## src/rtl/qspi_pkg.sv

```systemverilog
// qspi_pkg: command codes, responder states and defaults shared by the QSPI controller and responder
package qspi_pkg;
  localparam logic [7:0] RID_CMD = 8'h9F;
  localparam logic [7:0] RDSR_CMD = 8'h05;
  localparam logic [7:0] READ_CMD = 8'h03;
  localparam logic [23:0] DEFAULT_JEDEC_ID = 24'hEF4018;
  typedef enum logic [2:0] {IDLE, CMD, ADDR, ID_OUT, STAT_OUT, RD_OUT, IGNORE} state_t;
  function automatic state_t cmd_branch(input logic [7:0] c);
    return c == RID_CMD ? ID_OUT : c == RDSR_CMD ? STAT_OUT : c == READ_CMD ? ADDR : IGNORE;
  endfunction
endpackage

```

## src/rtl/spi_pin_sync.sv

```systemverilog
// spi_pin_sync: 2-flop synchronizer plus edge register; registered rise/fall pulses line up with q
module spi_pin_sync #(
  parameter int W = 1,
  parameter logic [W-1:0] INIT = '0
) (
  input  logic         clk,
  input  logic         rst_n,
  input  logic [W-1:0] d,
  output logic [W-1:0] q,
  output logic [W-1:0] rise,
  output logic [W-1:0] fall
);
  logic [W-1:0] s1, s2;
  always_ff @(posedge clk or negedge rst_n) begin
    if (!rst_n) begin
      s1 <= INIT;
      s2 <= INIT;
      q <= INIT;
      rise <= '0;
      fall <= '0;
    end else begin
      s1 <= d;
      s2 <= s1;
      q <= s2;
      rise <= s2 & ~q;
      fall <= ~s2 & q;
    end
  end
endmodule

```

## src/rtl/qspi_id_resp.sv

```systemverilog
// qspi_id_resp: mode-0 SPI flash stand-in answering Read-ID, Read-Status and Read-Data
module qspi_id_resp
  import qspi_pkg::*;
#(
  parameter logic [23:0] JEDEC_ID = DEFAULT_JEDEC_ID,
  parameter logic [7:0] STATUS_VAL = 8'h00
) (
  input  logic        clk,
  input  logic        rst_n,
  input  logic        sck,
  input  logic        ce,
  input  logic        mosi,
  output logic        miso,
  output logic        miso_oe,
  output logic        cmd_valid,
  output logic [7:0]  cmd_code,
  output logic        mem_rd_en,
  output logic [23:0] mem_addr,
  input  logic [7:0]  mem_rdata
);
  logic [2:0] pin_q, pin_r, pin_f;
  logic ce_hi, mosi_s, sck_rise, sck_fall, unused;
  state_t state, state_d;
  logic [4:0] cnt;
  logic [23:0] sr;
  logic [7:0] osr, pf_buf, nb, cmd_byte;
  logic [2:0] ocnt;
  logic [1:0] bidx;
  logic pend, last_cmd, last_addr, out_st;
  // ce resets to its inactive (high) level so reset never looks like a frame start
  spi_pin_sync #(.W(3), .INIT(3'b010)) u_sync (
    .clk(clk),
    .rst_n(rst_n),
    .d({sck, ce, mosi}),
    .q(pin_q),
    .rise(pin_r),
    .fall(pin_f)
  );
  assign ce_hi = pin_q[1];
  assign mosi_s = pin_q[0];
  assign sck_rise = pin_r[2];
  assign sck_fall = pin_f[2];
  assign unused = ^{pin_q[2], pin_r[1:0], pin_f[1:0]};
  assign cmd_byte = {sr[6:0], mosi_s};
  assign last_cmd = state == CMD && sck_rise && cnt == 5'd7;
  assign last_addr = state == ADDR && sck_rise && cnt == 5'd23;
  assign out_st = state inside {ID_OUT, STAT_OUT, RD_OUT};
  assign nb = state == ID_OUT ? (bidx == 2'd0 ? JEDEC_ID[23:16] : bidx == 2'd1 ? JEDEC_ID[15:8] : JEDEC_ID[7:0]) :
              state == STAT_OUT ? STATUS_VAL : pf_buf;
  always_ff @(posedge clk or negedge rst_n) begin
    if (!rst_n) state <= IDLE;
    else state <= state_d;
  end
  always_comb begin
    state_d = state;
    if (ce_hi) state_d = IDLE;
    else if (state == IDLE) state_d = CMD;
    else if (last_cmd) state_d = cmd_branch(cmd_byte);
    else if (last_addr) state_d = RD_OUT;
  end
  always_ff @(posedge clk or negedge rst_n) begin
    if (!rst_n) begin
      miso <= 1'b0;
      miso_oe <= 1'b0;
      cmd_valid <= 1'b0;
      cmd_code <= 8'h00;
      mem_rd_en <= 1'b0;
      mem_addr <= 24'h0;
      cnt <= '0;
      sr <= '0;
      osr <= '0;
      ocnt <= '0;
      bidx <= '0;
      pf_buf <= '0;
      pend <= 1'b0;
    end else begin
      cmd_valid <= last_cmd && !ce_hi;
      mem_rd_en <= 1'b0;
      pend <= mem_rd_en && !ce_hi;
      if (pend && !ce_hi) pf_buf <= mem_rdata;
      if (ce_hi || state == IDLE) begin
        cnt <= '0;
        sr <= '0;
        ocnt <= '0;
        bidx <= '0;
        miso <= 1'b0;
        miso_oe <= 1'b0;
      end else begin
        if (sck_rise && (state == CMD || state == ADDR)) begin
          sr <= {sr[22:0], mosi_s};
          cnt <= (last_cmd || last_addr) ? 5'd0 : cnt + 5'd1;
        end
        if (last_cmd) cmd_code <= cmd_byte;
        if (last_addr) begin
          mem_rd_en <= 1'b1;
          mem_addr <= {sr[22:0], mosi_s};
        end
        if (sck_fall && out_st) begin
          miso <= ocnt == 3'd0 ? nb[7] : osr[7];
          osr <= ocnt == 3'd0 ? {nb[6:0], 1'b0} : {osr[6:0], 1'b0};
          ocnt <= ocnt + 3'd1;
          miso_oe <= 1'b1;
          // byte boundary: advance ID byte, and for reads refill the prefetch buffer
          if (ocnt == 3'd0) begin
            bidx <= bidx == 2'd2 ? 2'd0 : bidx + 2'd1;
            if (state == RD_OUT) begin
              mem_addr <= mem_addr + 24'd1;
              mem_rd_en <= 1'b1;
            end
          end
        end
      end
    end
  end
endmodule
```

## config.mk

```make
export PLATFORM = sky130hd
export DESIGN_NAME = qspi_id_resp
export DESIGN_NICKNAME = d
export VERILOG_FILES = /design/src/rtl/qspi_pkg.sv /design/src/rtl/spi_pin_sync.sv /design/src/rtl/qspi_id_resp.sv
export SDC_FILE = /design/constraint.sdc
export NUM_CORES = 1
export LEC_CHECK = 0
export CORE_MARGIN = 3
export CORE_UTILIZATION = 35
export CTS_CLUSTER_DIAMETER = 150
export DETAILED_ROUTE_END_ITERATION = 10
export GPL_ROUTABILITY_DRIVEN = 0
export GPL_TIMING_DRIVEN = 0
export PLACE_DENSITY = 0.58
export SETUP_SLACK_MARGIN = 0.5
export SLEW_MARGIN = 20
export SYNTH_ARGS = -nofsm -noshare
export SYNTH_HDL_FRONTEND = slang
export SYNTH_SLANG_ARGS = --single-unit
export TNS_END_PERCENT = 1
```

## constraint.sdc

```tcl
create_clock -name clk -period 2.01 [get_ports clk]
set_clock_uncertainty 0.1 [all_clocks]
set_input_delay 0.402 -clock clk [delete_from_list [all_inputs] [get_ports clk]]
set_output_delay 0.402 -clock clk [all_outputs]
set_load 0.01 [all_outputs]
```

==> results_dict.tcl, run 1 <==
set metrics [dict create \
    synth.most_common_cell "dfrtp_1" \
    drc 0 \
    max-vdd-ir-drop_mv 0.467 \
    cts_root_buf "clkbuf_16" \
    final_nets 559 \
    grt_first_pass_wirelength_um 21100 \
    violations "setup timing" \
    cp-start-kind "register" \
    fin_cells 719 \
    path_class "register to register" \
    final_max_slew_viol_count 0 \
    multi_input_area_sq_mm 0.00235 \
    synthFlopType "dfrtp_1" \
    cts_buffers 9 \
    cts_sinks 99 \
    synth_top_area_share_pct 51.3 \
    setup_viol 8 \
    period_share_pct 106 \
    synth_cell_type_count 66 \
    clk_latency_ns 0.35 \
    hold_class "register to register" \
    nFillCells 1188 \
    vias 3915 \
    worstPathArrival_ns 2.29 \
    wl_met2_um 6040 \
    cts_tree "done" \
    antenna_found_initial 0 \
    placementRows 41 \
    h-tree-depth 3 \
    start_util_pct 36.4 \
    finalWorstSetupSlack_ns -0.125 \
    highest_layer "met4" \
    clk_pin_slew_ns 0.07 \
    rsz0062_at_grt "true" \
    worst_setup_path_end_kind "register" \
    synth.top_cells.by_area "dfrtp_1 51%, a21oi_1 6.6%, nand2_1 6.0%" \
    fp.coreArea_sq_mm 0.0129 \
    clock_path_buffers 2 \
    wl_per_cell_um 17.9 \
    holdWs_ns 0.250 \
    netlist_instances 474 \
    synth_commonest_cells "96 x dfrtp_1, 75 x nand2_1, 62 x a21oi_1" \
    finalHoldViolations 0 \
    syn_area_sq_mm 0.00468 \
    synth_seq_cells 99 \
    dieArea_sq_mm 0.0148 \
    vias_per_cell 5.45 \
    io_pins 49 \
    drt_iter0_markers 347 \
    critPathRequiredTime_ns 2.17 \
    p_leak_uw 0.00264 \
    max_freq_mhz 468 \
    place_inst 695 \
    ys_warn_count 0 \
    cp_max_fo 8 \
    die_x_um 122 \
    postRouteAntennaNets 0 \
    relSlewSlack_pct 63.5 \
    die_y_um 122 \
    port_buffers 48 \
    seq_area_sq_mm 0.00249 \
    tightest_slew_ns 0.544 \
    gr-total-overflow 0 \
    period_minus_slack_ns 2.14 \
    wl_met1_um 5940 \
    wl_met3_um 681 \
    maxCapViolCount 0 \
    synth_nets 491 \
    drive_gt1_share_pct 30.3 \
    outcome "finished with violations" \
    dr.pass1.iters 5 \
    synth-edff-count 0 \
    wl_um 12800 \
    area_growth_pct 30.0 \
    num_antenna_cells 0 \
    track_usage_pct 18.1 \
    synth_top_cell_by_area "dfrtp_1" \
    powerDensity_mw_per_mm2 622 \
    grt_pass1_vias 4079 \
    synth_seq_area_share_pct 53.0 \
    ys_async_sr_fraction_pct 100 \
    dp_hpwl_um 8630 \
    grt_max_degree 51 \
    syn_area_per_cell_sq_um 9.88 \
]
layout make-up:
type	instances	share of cell area, %
Sequential cell	99	40.9
Multi-Input combinational cell	341	38.6
Timing Repair Buffer	57	7.46
Buffer	28	4.70
Clock buffer	10	3.76
Tap cell	172	3.53
Clock inverter	6	0.678
Inverter	6	0.370
cell usage in the layout (no fill, tap or decap), types with 6 or more instances in the layout:
| cell type | n |
|---|---|
| nor2_1 | 26 |
| clkdlybuf4s50_1 | 13 |
| clkbuf_2 | 10 |
| o22ai_2 | 9 |
| nand3_1 | 13 |
| a21oi_1 | 56 |
| nand2_1 | 71 |
| clkbuf_16 | 10 |
| nor3_1 | 6 |
| o21ai_1 | 6 |
| buf_6 | 7 |
| dfrtp_2 | 6 |
| mux2_2 | 11 |
| dfrtp_1 | 90 |
| buf_4 | 12 |
| clkdlybuf4s15_1 | 9 |
| buf_2 | 19 |
| o21ai_0 | 9 |
| a21oi_2 | 6 |
critical path, stage by stage, from the launching register on:
cell      delay (ns)
dfrtp_1         0.39
inv_1           0.06
ha_2            0.16
nand2b_1        0.06
buf_6           0.14
or4_4           0.52
buf_8           0.16
nor3_2          0.14
o21ai_1         0.09
a22oi_1         0.21
sequential cells by signal, summed over array words and instances (netlist names), 2 cells and up:
register   count
mem_addr      24
sr            23
cmd_code       8
pf_buf         8
osr            7
cnt            5
ocnt           3
state          3
u_sync.q       3
u_sync.s1      3
u_sync.s2      3
bidx           2
kinds of logic (layout without fill, tap and decap cells):
kind of cell	count (synthesis)	after routing	share of synthesized area [%]
muxes	17	17	4.06
DFF	99	99	53.0
buffers and inverters	34	107	3.61
adders and majority gates	4	4	1.07
and+or+nand+nor	173	173	18.6
xor gates and xnor gates	6	6	1.12
AOI/OAI and AO/OA	141	141	18.6
path summary, 6_finish.rpt:
| check | startpoint | endpoint | slack (ns) | cells after the start |
|---|---|---|---|---|
| max | ocnt[0] | mem_addr[11] | -0.13 | 9 |
| min | u_sync.s1[2] | u_sync.s2[2] | 0.25 | 0 |
| max reg2reg | ocnt[0] | mem_addr[11] | -0.13 | 9 |
| min reg2reg | u_sync.s1[2] | u_sync.s2[2] | 0.25 | 0 |
| max in group asynchronous | rst_n | u_sync.s1[1] | 0.67 | 3 |
| min in group asynchronous | rst_n | mem_addr[16] | 0.47 | 2 |
metrics by stage:
stage / util, % / worst slack, ns / area [sq um] / setup TNS (ns) / total power, uW
after floorplan: - / 0.0189 / 4710 / 0 / 2110
after global placement: 42.0 / -3.35 / 5410 / -340.26 / 2200
after detailed placement: 42.2 / -0.453 / 5440 / -14.37 / 2210
after CTS: 46.4 / -0.0503 / 5970 / -0.145 / 3830
after global routing: 47.3 / -0.246 / 6090 / -2.21 / 3930
final: 47.3 / -0.125 / 6090 / -0.383 / 3790
routing by layer:
metal / up-vias / track usage, %
li1: 1848 / -
met1: 1928 / 25.4
met2: 125 / 28.1
met3: 14 / 4.87
met4: 0 / 4.62
met5: - / 0
where the power goes:
| group | switching [uW] | leakage, uW | internal (uW) |
|---|---|---|---|
| sequential | 12.0 | 0.00135 | 2010 |
| clock | 758 | 0.000125 | 839 |
| combinational | 112 | 0.00117 | 59.5 |
timing repair:
item / 4_1_cts / 5_1_grt
buffers inserted: 6 / 1
gates cloned: 0 / 0
endpoints found under the hold margin: 49 / 0
setup endpoints to repair: 115 / 98
pin swaps: 20 / 22
gates resized for setup: 185 / 52
hold buffers: 1 / 0
Note: power is estimated with default switching activity, not from simulation.
==> run 2: changes to the inputs <==
Settings changed: PLACE_DENSITY 0.58 to unset.
==> run 2 against run 1 <==
The run still ends with setup timing left. Count of clock-buffer cells in the layout up 4. Die area unchanged. Via count up 1.5%. Total power up 0.96%. Sequential share of layout area up 0.58 points. Final area down 1.6%. Maximum frequency up 2.6%. Critical endpoint unchanged. Largest cell class unchanged. Largest power group unchanged.
==> results_dict.tcl, run 2 (synthesis gave the netlist of run 1 again) <==
set metrics [dict create \
    outcome "finished with violations" \
    violations "setup timing" \
    die_y_um 122 \
    final_area_sq_mm 0.00599 \
    reg2reg_setup_slack_ns -0.07 \
    r2r_cells 9 \
    power.total_uw 3820 \
    setup_viol 5 \
    largest_register_ff_count 24 \
    multi_input_area_sq_mm 0.00224 \
    dr.pass1.iters 5 \
    tightest_slew_ns 0.581 \
    area_growth_pct 27.9 \
    nFillCells 1184 \
    grt_max_degree 53 \
    start_util_pct 36.4 \
    period_minus_slack_ns 2.08 \
    vias_per_cell 5.52 \
    top_regs "mem_addr (24), sr (23)" \
    max-vdd-ir-drop_mv 0.375 \
    cp-start-kind "register" \
    port_buffers 48 \
    final_max_slew_viol_count 0 \
    seq_area_sq_mm 0.00248 \
    worst_setup_path_end_kind "register" \
    layout_commonest_cell "dfrtp_1" \
    min_from "u_sync.s1[2]" \
    drive_gt1_share_pct 23.9 \
    dieArea_sq_mm 0.0148 \
    dp_hpwl_um 8560 \
    h-tree-depth 3 \
    drc 0 \
    place_inst 695 \
    grt_first_pass_wirelength_um 21100 \
    fp.coreArea_sq_mm 0.0129 \
    path_class "register to register" \
    grt_pass1_vias 4075 \
    p_leak_uw 0.00264 \
    min_to "u_sync.s2[2]" \
    clk_latency_ns 0.35 \
    vias 3975 \
    r2r-start "ocnt[0]" \
    place_area_sq_mm 0.00544 \
    cts_buffers 9 \
    rsz0062_at_grt "true" \
    powerDensity_mw_per_mm2 638 \
    max_freq_mhz 481 \
    antenna_found_initial 0 \
    critPathRequiredTime_ns 2.17 \
    io_pins 49 \
    cts_tree "done" \
    num_antenna_cells 0 \
    track_usage_pct 18.3 \
    cts_sinks 99 \
    reg2reg_to "mem_addr[11]" \
    drt_iter0_markers 317 \
    regMostFlops "mem_addr" \
    period_share_pct 104 \
    cts_root_buf "clkbuf_16" \
    hold_class "register to register" \
    die_x_um 122 \
    relSlewSlack_pct 61.3 \
    cp_max_fo 7 \
    clk_pin_slew_ns 0.07 \
    worstPathArrival_ns 2.25 \
    finalWorstSetupSlack_ns -0.0707 \
    wl_per_cell_um 17.8 \
    layout_common_cells "94 x dfrtp_1, 73 x nand2_1, 60 x a21oi_1, 30 x nor2_1, 17 x clkdlybuf4s50_1" \
    fin_util_pct 46.5 \
    clock_path_buffers 2 \
    placementRows 41 \
    wl_um 12800 \
    maxCapViolCount 0 \
    gr-total-overflow 0 \
    fin_cells 720 \
    postRouteAntennaNets 0 \
    final_nets 560 \
    finalHoldViolations 0 \
    hold_depth 0 \
]
[run 2: worst max-delay path, stage by stage (launching register included)]
cell and delay, ns:
dfrtp_1 0.39, inv_1 0.06, ha_2 0.16, nand2b_1 0.07
buf_6 0.13, or4_4 0.51, buf_8 0.16, nor3_2 0.15
o21ai_1 0.08, a22oi_1 0.17
[run 2: area by class of cell]
class                      count  share of cell area, %
tap                          172                   3.59
timing repair buffer          58                   8.16
multi-input combinational    341                   37.4
buffer                        28                   4.49
clock buffer                  14                   4.41
sequential                    99                   41.4
inverter                       6                  0.376
clock inverter                 2                  0.167
[run 2: worst max-delay path by stage]
stage / startpoint / end / slack, ns
CTS: ocnt[0] / mem_addr[11] / -0.09
finish: ocnt[0] / mem_addr[11] / -0.07
floorplan: ocnt[0] / mem_addr[15] / 0.02
detailed placement: mem_addr[0] / mem_addr[16] / -0.41
global placement: rst_n / cnt[3] / -3.32
global route: ocnt[0] / mem_addr[11] / -0.16
[run 2: metal layers]
metal  wire length [um]  share of wire, %  GRT usage, %
met5                  0                 0             0
met4                317               2.5          8.26
met3                568               4.4          3.48
met2               5780                45          27.9
met1               6120                48          25.3
[run 2: where the power goes]
group	switching (uW)	leakage [uW]	total [uW]	internal, uW
clock network	731	0.000137	1640	905
registers	10.6	0.00135	2020	2010
logic	109	0.00115	169	60.3
total	851	0.00264	3820	2970
[run 2: timing repair]
action	in CTS	in global routing
setup buffers	6	2
gates cloned	0	0
pin swaps	15	13
hold buffers	1	0
hold endpoints to repair	47	0
setup endpoints to repair	115	101
gates resized for setup	147	36
[run 2: per-stage QoR]
stage	hold WS (ns)	worst slack, ns	TNS, ns
finish	0.248	-0.0707	-0.198
global route	0.261	-0.158	-2.61
CTS	0.251	-0.0888	-0.480
detailed placement	0.236	-0.412	-12.64
global placement	0.235	-3.32	-336.71
floorplan	0.00641	0.0189	0
